<file path="src/rtl/ser_pkg.sv">
// rtl/ser_pkg.sv - shared types and defaults for the bit serializer
//
// Purpose: FSM state encoding and default parameter values used by
//          bit_serializer and ser_hold_buf.
package ser_pkg;

  typedef enum logic {
    IDLE  = 1'b0,
    SHIFT = 1'b1
  } ser_state_e;

  localparam int SER_WIDTH    = 8;
  localparam bit SER_IDLE_BIT = 1'b1;

endpackage

</file>
<file path="src/rtl/ser_hold_buf.sv">
// rtl/ser_hold_buf.sv - one-entry word hold register with full flag
//
// Purpose: parks one accepted word while the shifter is still busy so the
//          next word can start without an idle gap.
// Ports:
//   clk        in   system clock, rising edge
//   reset      in   asynchronous active-low reset, empties the entry
//   push       in   write push_data into the entry (allowed while popping)
//   push_data  in   word to store
//   pop        in   consume the stored word
//   full       out  entry holds a word
//   data       out  stored word
module ser_hold_buf
  import ser_pkg::*;
#(
  parameter int WIDTH = SER_WIDTH
) (
  input  logic             clk,
  input  logic             reset,
  input  logic             push,
  input  logic [WIDTH-1:0] push_data,
  input  logic             pop,
  output logic             full,
  output logic [WIDTH-1:0] data
);

  logic             full_q;
  logic [WIDTH-1:0] data_q;

  always_ff @(posedge clk or negedge reset) begin
    if (!reset) begin
      full_q <= 1'b0;
      data_q <= '0;
    end else begin
      if (push) begin
        data_q <= push_data;
      end
      // A push in the same cycle as a pop refills the entry.
      full_q <= push | (full_q & ~pop);
    end
  end

  assign full = full_q;
  assign data = data_q;

endmodule

</file>
<file path="src/rtl/bit_serializer.sv">
// rtl/bit_serializer.sv - parallel-to-serial front end for the pattern detector
//
// Purpose: accepts WIDTH-bit words on a valid/ready handshake and shifts them
//          out one bit per clock; drives IDLE_BIT between words.
//          Optional gapless operation with a one-entry hold register when
//          BIT_SERIALIZER_PREFETCH_EN is defined.
// Ports:
//   clk        in   system clock, rising edge
//   reset      in   asynchronous active-low reset
//   s_valid    in   upstream word valid
//   s_ready    out  word can be accepted this cycle
//   s_data     in   word to serialize, sampled on s_valid && s_ready
//   bit_out    out  serial bit (registered)
//   bit_valid  out  bit_out carries word data (registered)
//   word_done  out  last bit of a word is on bit_out
//   busy       out  shifting or a word is held (registered)
module bit_serializer
  import ser_pkg::*;
#(
  parameter int WIDTH     = SER_WIDTH,
  parameter bit MSB_FIRST = 1'b1,
  parameter bit IDLE_BIT  = SER_IDLE_BIT
) (
  input  logic             clk,
  input  logic             reset,
  input  logic             s_valid,
  output logic             s_ready,
  input  logic [WIDTH-1:0] s_data,
  output logic             bit_out,
  output logic             bit_valid,
  output logic             word_done,
  output logic             busy
);

  localparam int CW = $clog2(WIDTH);
  localparam logic [CW-1:0] LAST_CNT = CW'(WIDTH - 1);

  ser_state_e       state_q, state_d;
  logic [WIDTH-1:0] shreg_q, shreg_d;
  logic [CW-1:0]    cnt_q, cnt_d;
  logic             bit_out_q, bit_valid_q, busy_q;
  logic             busy_d;
  logic             last;
  logic             accept;

  function automatic logic head_bit(input logic [WIDTH-1:0] v);
    return MSB_FIRST ? v[WIDTH-1] : v[0];
  endfunction

  function automatic logic [WIDTH-1:0] shift_once(input logic [WIDTH-1:0] v);
    return MSB_FIRST ? {v[WIDTH-2:0], 1'b0} : {1'b0, v[WIDTH-1:1]};
  endfunction

`ifdef BIT_SERIALIZER_PREFETCH_EN
  logic             hold_full;
  logic [WIDTH-1:0] hold_data;
  logic             hold_push, hold_pop;

  ser_hold_buf #(
    .WIDTH(WIDTH)
  ) u_hold (
    .clk      (clk),
    .reset    (reset),
    .push     (hold_push),
    .push_data(s_data),
    .pop      (hold_pop),
    .full     (hold_full),
    .data     (hold_data)
  );

  assign s_ready = !hold_full;
`else
  assign s_ready = (state_q == IDLE);
`endif

  assign last      = (state_q == SHIFT) && (cnt_q == LAST_CNT);
  assign word_done = last;
  assign accept    = s_valid && s_ready;

  always_comb begin
    state_d = state_q;
    shreg_d = shreg_q;
    cnt_d   = cnt_q;
`ifdef BIT_SERIALIZER_PREFETCH_EN
    hold_push = 1'b0;
    hold_pop  = 1'b0;
`endif
    case (state_q)
      IDLE: begin
        // The hold entry is always empty here, so accepts go straight to the shifter.
        if (accept) begin
          state_d = SHIFT;
          shreg_d = s_data;
          cnt_d   = '0;
        end
      end
      SHIFT: begin
        if (!last) begin
          shreg_d = shift_once(shreg_q);
          cnt_d   = cnt_q + CW'(1);
`ifdef BIT_SERIALIZER_PREFETCH_EN
          hold_push = accept;
`endif
        end else begin
`ifdef BIT_SERIALIZER_PREFETCH_EN
          if (hold_full) begin
            shreg_d   = hold_data;
            cnt_d     = '0;
            hold_pop  = 1'b1;
            hold_push = accept;
          end else if (accept) begin
            // Bypass: nothing held, so the new word lands in the shifter directly.
            shreg_d = s_data;
            cnt_d   = '0;
          end else begin
            state_d = IDLE;
            shreg_d = '0;
            cnt_d   = '0;
          end
`else
          state_d = IDLE;
          shreg_d = '0;
          cnt_d   = '0;
`endif
        end
      end
      default: begin
        state_d = IDLE;
        shreg_d = '0;
        cnt_d   = '0;
      end
    endcase
  end

`ifdef BIT_SERIALIZER_PREFETCH_EN
  assign busy_d = (state_d == SHIFT) || hold_push || (hold_full && !hold_pop);
`else
  assign busy_d = (state_d == SHIFT);
`endif

  // Serial outputs are registered from the next-state values so they change
  // only on the clock edge and carry the new head bit in the same cycle.
  always_ff @(posedge clk or negedge reset) begin
    if (!reset) begin
      state_q     <= IDLE;
      shreg_q     <= '0;
      cnt_q       <= '0;
      bit_out_q   <= IDLE_BIT;
      bit_valid_q <= 1'b0;
      busy_q      <= 1'b0;
    end else begin
      state_q     <= state_d;
      shreg_q     <= shreg_d;
      cnt_q       <= cnt_d;
      bit_out_q   <= (state_d == SHIFT) ? head_bit(shreg_d) : IDLE_BIT;
      bit_valid_q <= (state_d == SHIFT);
      busy_q      <= busy_d;
    end
  end

  assign bit_out   = bit_out_q;
  assign bit_valid = bit_valid_q;
  assign busy      = busy_q;

endmodule

</file>
<file path="config.mk">
export PLATFORM = sky130hd
export DESIGN_NAME = bit_serializer
export DESIGN_NICKNAME = d
export VERILOG_FILES = /design/src/rtl/ser_pkg.sv /design/src/rtl/ser_hold_buf.sv /design/src/rtl/bit_serializer.sv
export SDC_FILE = /design/constraint.sdc
export NUM_CORES = 1
export LEC_CHECK = 0
export BUFFER_PORTS_ARGS = -buffer_cell sky130_fd_sc_hd__buf_2
export CAP_MARGIN = 0
export CORE_AREA = 2 2 39 41
export CTS_CLUSTER_DIAMETER = 30
export CTS_CLUSTER_SIZE = 8
export DETAILED_ROUTE_END_ITERATION = 8
export DIE_AREA = 0 0 41 43
export PLACE_DENSITY_LB_ADDON = 0.08
export SETUP_SLACK_MARGIN = 0.4
export SLEW_MARGIN = 20
export SYNTH_ARGS = -nofsm -noshare
export SYNTH_HDL_FRONTEND = slang
export SYNTH_SLANG_ARGS = --single-unit
</file>
<file path="constraint.sdc">
create_clock -name clk -period 1.6 [get_ports clk]
set_clock_uncertainty 0.2 [all_clocks]
set_input_delay 0.08 -clock clk [delete_from_list [all_inputs] [get_ports clk]]
set_output_delay 0.08 -clock clk [all_outputs]
set_load 0.05 [all_outputs]
</file>
==> results by group, run 1 <==
Placement
  • Routability Congestion: around 0.62
  • Area after DPL: 656 sq um
  • Post-DP HPWL: 771 um
  • PortBufs: 15

Floorplan
  • Die Y: ~43 um
  • Starting Density: 0.412
  • FP Rows: 14
  • Ports: 16
  • Die width: 41 um
  • Core box area: around 1400 sq um
  • Die ar.: ~1800 sq um

Route
  • Mean routed wirelength per cell: about 14 um
  • Total wire length: 1350 um
  • Routed Antenna Nets: 0
  • Via count: 464
  • Vias per Instance: around 5
  • DRT Pass-1 Iters: 3
  • DRC: 0
  • First DRT Iteration DRCs: 7

Setup path
  • Startpoint Class: flip-flop
  • CP Capture Type: primary output
  • Worst-path maximum fanout: 2
  • Worst EP arrival: around 1.3 ns
  • CP required: 1.32 ns
  • Crit path kind: flip-flop to primary output

Layout
  • Layout cell share with drive strength beyond 1: 0.558
  • Design Area, Final: 982 sq um
  • Post-Route Utilization: 0.710
  • Diodes inserted: 0
  • # nets final: around 90
  • Final-layout fill cell count: 88
  • Area Growth Syn to Fin: 72.1%

Synthesis
  • Distinct cell type count after synthesis: 17
  • Flops & latches, synth: 12
  • Dominant synthesized flop cell: dfrtp_1
  • Post-synth EDFFs: 0
  • Synth top area share: 0.482
  • Cell taking the most area after synthesis: dfrtp_1
  • Post-Syn Area: ~570 sq um
  • Yosys Warn Count: 0
  • Mapped Avg Cell Area: 13.0 sq um
  • Register area share after synthesis: 0.529
  • Post-synth ARST share: 1.00
  • Ranking of synthesized cells by area: dfrtp_1 48%, mux2i_1 12%, o2bb2ai_1 9.2%
  • Most frequent cell after synthesis: dfrtp_1
  • Synthesized net count: 57
  • Cells after Synth: 44
  • Top cells by count, synth: 11 x dfrtp_1, 7 x mux2i_1, 6 x o2bb2ai_1

Pwr
  • PD cells: roughly 1800 nW/um^2
  • Overall power: 1.80 mW
  • Leak: 0.457 nW
  • Worst vdd ir: about 0.0011 V

Global routing
  • Met3 Usage GRT: 0.0471
  • Grt total ovfl: 0
  • Number of antenna violations at the first check in global routing: 0
  • Met1 Use GR: 0.223
  • Grt peak-use layer: met2
  • Number of global-route vias before repair: between 400 and 500
  • First-pass GRT wire length: around 2000 um
  • Gr usage total: 0.174
  • Grt met2 use: 0.244
  • Largest net degree at the start of global routing: 13

Worst hold path
  • Hold WC Path Type: input pin to asynchronous set/reset pin

Timing
  • RSZ-0062 raised after global routing: true
  • Relative slew margins: 0.810
  • Worst Tran Pin Value: 0.277 ns
  • Min Hold Slack: -0.00389 ns
  • Fmax: approximately 620 MHz
  • Final Setup Violations: 1
  • Crit share post-route: 1.00
  • Fin. Hold Viols: 6
  • Total Neg Setup Slack: -0.00111 ns
  • Final Critical Period: 1.60 ns
  • Final Max Tran Viols: 0
  • Final worst slack: -0.00111 ns

CTS
  • Worst-path clk slew: roughly 0.08 ns
  • CTS buffer count: 3
  • CTS tree: yes
  • CTS Sinks: 12
  • H-Tree Depth: 1
  • Worst-skew pair later-pin latency: between 0.2 and 0.3 ns
  • Clk Tree Root Cell: clkbuf_4
  • Clk buf depth: 2

Run
  • Max-cap violations: 0

Run status
  • Outcome: complete, but fails checks
  • Failing checks: negative hold slack, negative setup slack
[placed cells by master (no fill, tap or decap)]
cell type	synthesis	final
o22ai_2	0	1
buf_6	2	2
dfrtp_2	0	1
nor2b_4	1	1
ha_2	0	1
dfrtp_1	11	10
inv_2	1	1
buf_12	0	1
dlygate4sd3_1	0	9
o2bb2ai_2	0	4
o2bb2ai_4	0	2
o22a_1	1	1
ha_4	0	1
and2_4	0	1
buf_8	0	5
nor2_1	2	2
clkbuf_1	0	1
clkbuf_4	0	3
nand2b_4	0	1
a22o_1	2	2
mux2i_1	7	7
nand2b_1	3	2
buf_2	1	10
buf_4	1	6
nand2_2	0	1
dfstp_2	1	1
[cells by family (layout without fill, tap and decap cells)]
family	count (synthesis)	in the layout	synth area share
compound gates	10	10	0.149
fa+ha+maj	2	2	0.0439
buf+inv	5	38	0.0680
flops	12	12	0.529
mux	7	7	0.123
simple gates	8	8	0.0877
[registers in the layout, summed over array words and instances (netlist names)]
register	flops
shreg_q	7
busy	1
cnt_q	3
bit_out	1
[final cells by class]
type	instances	area, sq um	share of cell area
well taps	16	20.0	0.0204
inverters	1	3.75	0.00382
repair buffers	33	303	0.308
flip-flops and latches	12	303	0.308
multi-input cells	27	327	0.332
clock buffers	4	26.3	0.0268
[per-stage QoR]
step / std cells / worst slack (ns)
2_1_floorplan: 44 / 0.255
3_3_place_gp: 71 / 0.217
3_5_place_dp: 71 / 0.183
4_1_cts: 91 / 0.0157
5_1_grt: 93 / -0.0366
6_report: 93 / -0.00111
[critical path, cell delays in order, from the launching register on]
cell     delay (ns)
dfrtp_1        0.39
ha_2           0.20
ha_4           0.15
and2_4         0.15
buf_8          0.14
[report_power, final]
group          total (mW)  internal, mW  switching, mW
registers           0.548         0.439          0.109
clock network       0.203        0.0969          0.106
logic                1.05         0.563          0.489
[repair_timing]
| action | in CTS | in global routing |
|---|---|---|
| setup endpoints to repair | 16 | 16 |
| gates resized for setup | 19 | 9 |
| pin swaps | 4 | 0 |
| hold buffers | 9 | 0 |
| buffers inserted | 7 | 2 |
| endpoints found under the hold margin | 20 | 0 |
[routing by layer]
layer  routed length, um  up-vias
met5                   0        -
met2                 679       14
met1                 552      219
li1                    -      225
met3                  61        6
met4                  53        0
[path summary, 6_finish.rpt]
kind                             from          to  slack [ns]  cells after the start
max                          cnt_q[0]   word_done      -0.001                      4
min in group clk              s_valid        busy        0.03                      3
max in group asynchronous       reset     bit_out        0.93                      2
max reg2reg                  cnt_q[0]  shreg_q[4]        0.02                      6
min                             reset  shreg_q[5]      -0.004                      2
min reg2reg                shreg_q[2]  shreg_q[3]        0.30                      1
Power figures use the tool's default switching activity.
==> run 2: changes to the inputs <==
MAX_ROUTING_LAYER = met4   (was not set)
clock period = 1.65 ns   (was 1.6 ns; I/O delays follow)
==> run 2 against run 1 <==
The run ends with negative hold slack left. Die area stayed put. Power decreased by 10%. Cell area fell by 5.6%. Via count fell by 3.0%. Register-to-register slack gained 0.08 ns. Clock power decreased by 4%. Critical path depth unchanged. Non-clock buffer count is 2 lower. Global-route usage up 0.23 points. Wire length decreased by 10%.
==> results by group, run 2 (synthesized netlist as in run 1, its figures left out) <==
Pwr
  • PD cells: 1750 nW/um^2 (-4.8%)
  • Leak: 0.435 nW (-4.9%)
  • Worst vdd ir: 0.00102 V (-5.2%)

CTS
  • H-Tree Depth: 1 (unchanged)
  • CTS Sinks: 12 (unchanged)
  • CTS buffer count: 3 (unchanged)
  • Worst-path clk slew: 0.08 ns (about the same)
  • CTS tree: yes
  • Worst-skew pair later-pin latency: 0.28 ns (about the same)
  • Clk Tree Root Cell: clkbuf_4
  • Clk buf depth: 2 (unchanged)

Global routing
  • Grt total ovfl: 0 (unchanged)
  • First-pass GRT wire length: 1950 um (-0.36%)
  • Largest net degree at the start of global routing: 13 (unchanged)
  • Gr usage total: 0.176 (+0.00229)
  • Number of antenna violations at the first check in global routing: 0 (unchanged)
  • Number of global-route vias before repair: 443 (+2.3%)

Setup path
  • CP required: 1.37 ns (+0.05 ns)
  • CP Capture Type: primary output
  • Critical Path Max Stage Delay: 0.39 ns (about the same)
  • Startpoint Class: flip-flop
  • Crit path kind: flip-flop to primary output
  • CP cell instances: ha_2 -> ha_4 -> and2_4 -> buf_8
  • Slowest CP cell: dfrtp_1
  • Worst EP arrival: 1.32 ns (about the same)
  • Worst-path maximum fanout: 2 (unchanged)

Worst hold path
  • Hold WC Path Type: input pin to asynchronous set/reset pin

Timing
  • Fmax: 624 MHz
  • Final Setup Violations: 0 (-1)
  • Final worst slack: 0.0469 ns (+0.0480 ns)
  • Worst Tran Pin Value: 0.280 ns (+0.00244 ns)
  • Total Neg Setup Slack: 0 ns (+0.00111 ns)
  • Relative slew margins: 0.814 (+0.00366)
  • Crit share post-route: 0.972
  • Fin. Hold Viols: 6 (unchanged)
  • Final Max Tran Viols: 0 (unchanged)
  • RSZ-0062 raised after global routing: true
  • Final Critical Period: 1.60 ns
  • Min Hold Slack: -0.00259 ns (+0.00130 ns)

Floorplan
  • Ports: 16 (unchanged)
  • FP Rows: 14 (unchanged)
  • Core box area: 1380 sq um (unchanged)
  • Die ar.: 1760 sq um (unchanged)
  • Starting Density: 0.412 (unchanged)
  • Die Y: 43 um (unchanged)
  • Die width: 41 um (unchanged)

Layout
  • Biggest regs: shreg_q x7, cnt_q x3
  • # nets final: 89 (-2.2%)
  • Largest register FFs: 7 (unchanged)
  • Area Growth Syn to Fin: 62.5%
  • Commonest non-fill, non-tap cells in the layout: 10 x dfrtp_1, 10 x buf_2, 9 x dlygate4sd3_1
  • Diodes inserted: 0 (unchanged)
  • Layout cell share with drive strength beyond 1: 0.547 (-0.0118)
  • Most flops, register: shreg_q
  • Final-layout fill cell count: 102 (+16%)

Route
  • First DRT Iteration DRCs: 1 (-6)
  • DRT Pass-1 Iters: 4 (+1)
  • Total wire length: 1210 um (-10%)
  • DRC: 0 (unchanged)
  • Via count: 450 (-3.0%)
  • Mean routed wirelength per cell: 13.3 um (-8.0%)
  • Vias per Instance: 4.95 (-0.89%)
  • Routed Antenna Nets: 0 (unchanged)

Run status
  • Outcome: complete, but fails checks
  • Failing checks: negative hold slack

Run
  • Max-cap violations: 0 (unchanged)

Placement
  • Routability Congestion: 0.629 (+0.77%)
  • Dpl ws: 0.231 ns (+0.0475 ns)
  • Post-DP HPWL: 771 um (unchanged)
  • PortBufs: 15 (unchanged)
[run 2: changes by cell type in the layout (fill, tap and decap cells not counted), sizes merged]
cell and change:
buf -2
[run 2: critical path: cells and delay by family (launching register included)]
kind | cells | cell delay (ns)
simple gates | 1 | 0.15
fa+ha+maj | 2 | 0.36
buf+inv | 1 | 0.14
flops | 1 | 0.39
[run 2: stage by stage]
step	hold slack [ns]	total power, mW	cell area [sq um]	std cells	utilization
5_1_grt	0.0348	1.72	927	91	0.670
2_1_floorplan	-0.413	1.00	596	44	-
4_1_cts	0.00289	1.47	866	89	0.626
3_3_place_gp	-0.240	1.05	656	71	0.474
3_5_place_dp	-0.232	1.09	656	71	0.474
6_report	-0.00259	1.62	927	91	0.670
[run 2: layout make-up]
class	instances	area [sq um]	area share
timing repair buffer	31	273	0.294
multi-input combinational	27	302	0.325
inverter	1	3.75	0.00405
clock buffer	4	26.3	0.0283
sequential	12	303	0.327
tap	16	20.0	0.0216
[run 2: report_power, final]
part	switching, mW	internal, mW	leakage (nW)
sequential	0.103	0.425	0.150
clock	0.101	0.0939	0.0150
combinational	0.426	0.472	0.270
[run 2: routing by layer]
layer  part of all wire  vias to the layer above  track usage
li1                   -                      219            -
met1               0.44                      215        0.206
met2               0.49                       12        0.253
met3              0.044                        4       0.0471
met4              0.028                        0        0.120
met5                  0                        -            -
[run 2: worst paths after layout]
path / startpoint / endpoint / depth (start not counted) / slack (ns)
min in group clk: s_valid / busy / 3 / 0.03
worst min-delay path: reset / shreg_q[5] / 2 / -0.003
worst max register to register: cnt_q[0] / shreg_q[4] / 6 / 0.10
max in group asynchronous: reset / bit_out / 2 / 0.98
worst min register to register: shreg_q[1] / shreg_q[2] / 1 / 0.30
worst max-delay path: cnt_q[0] / word_done / 4 / 0.05
[run 2: timing repair]
item                       in CTS  in global routing
gates resized for setup        15                  7
setup endpoints to repair      16                 16
setup buffers                   5                  2
hold buffers                    9                  0
hold endpoints to repair       20                  0
pin swaps                       4                  0
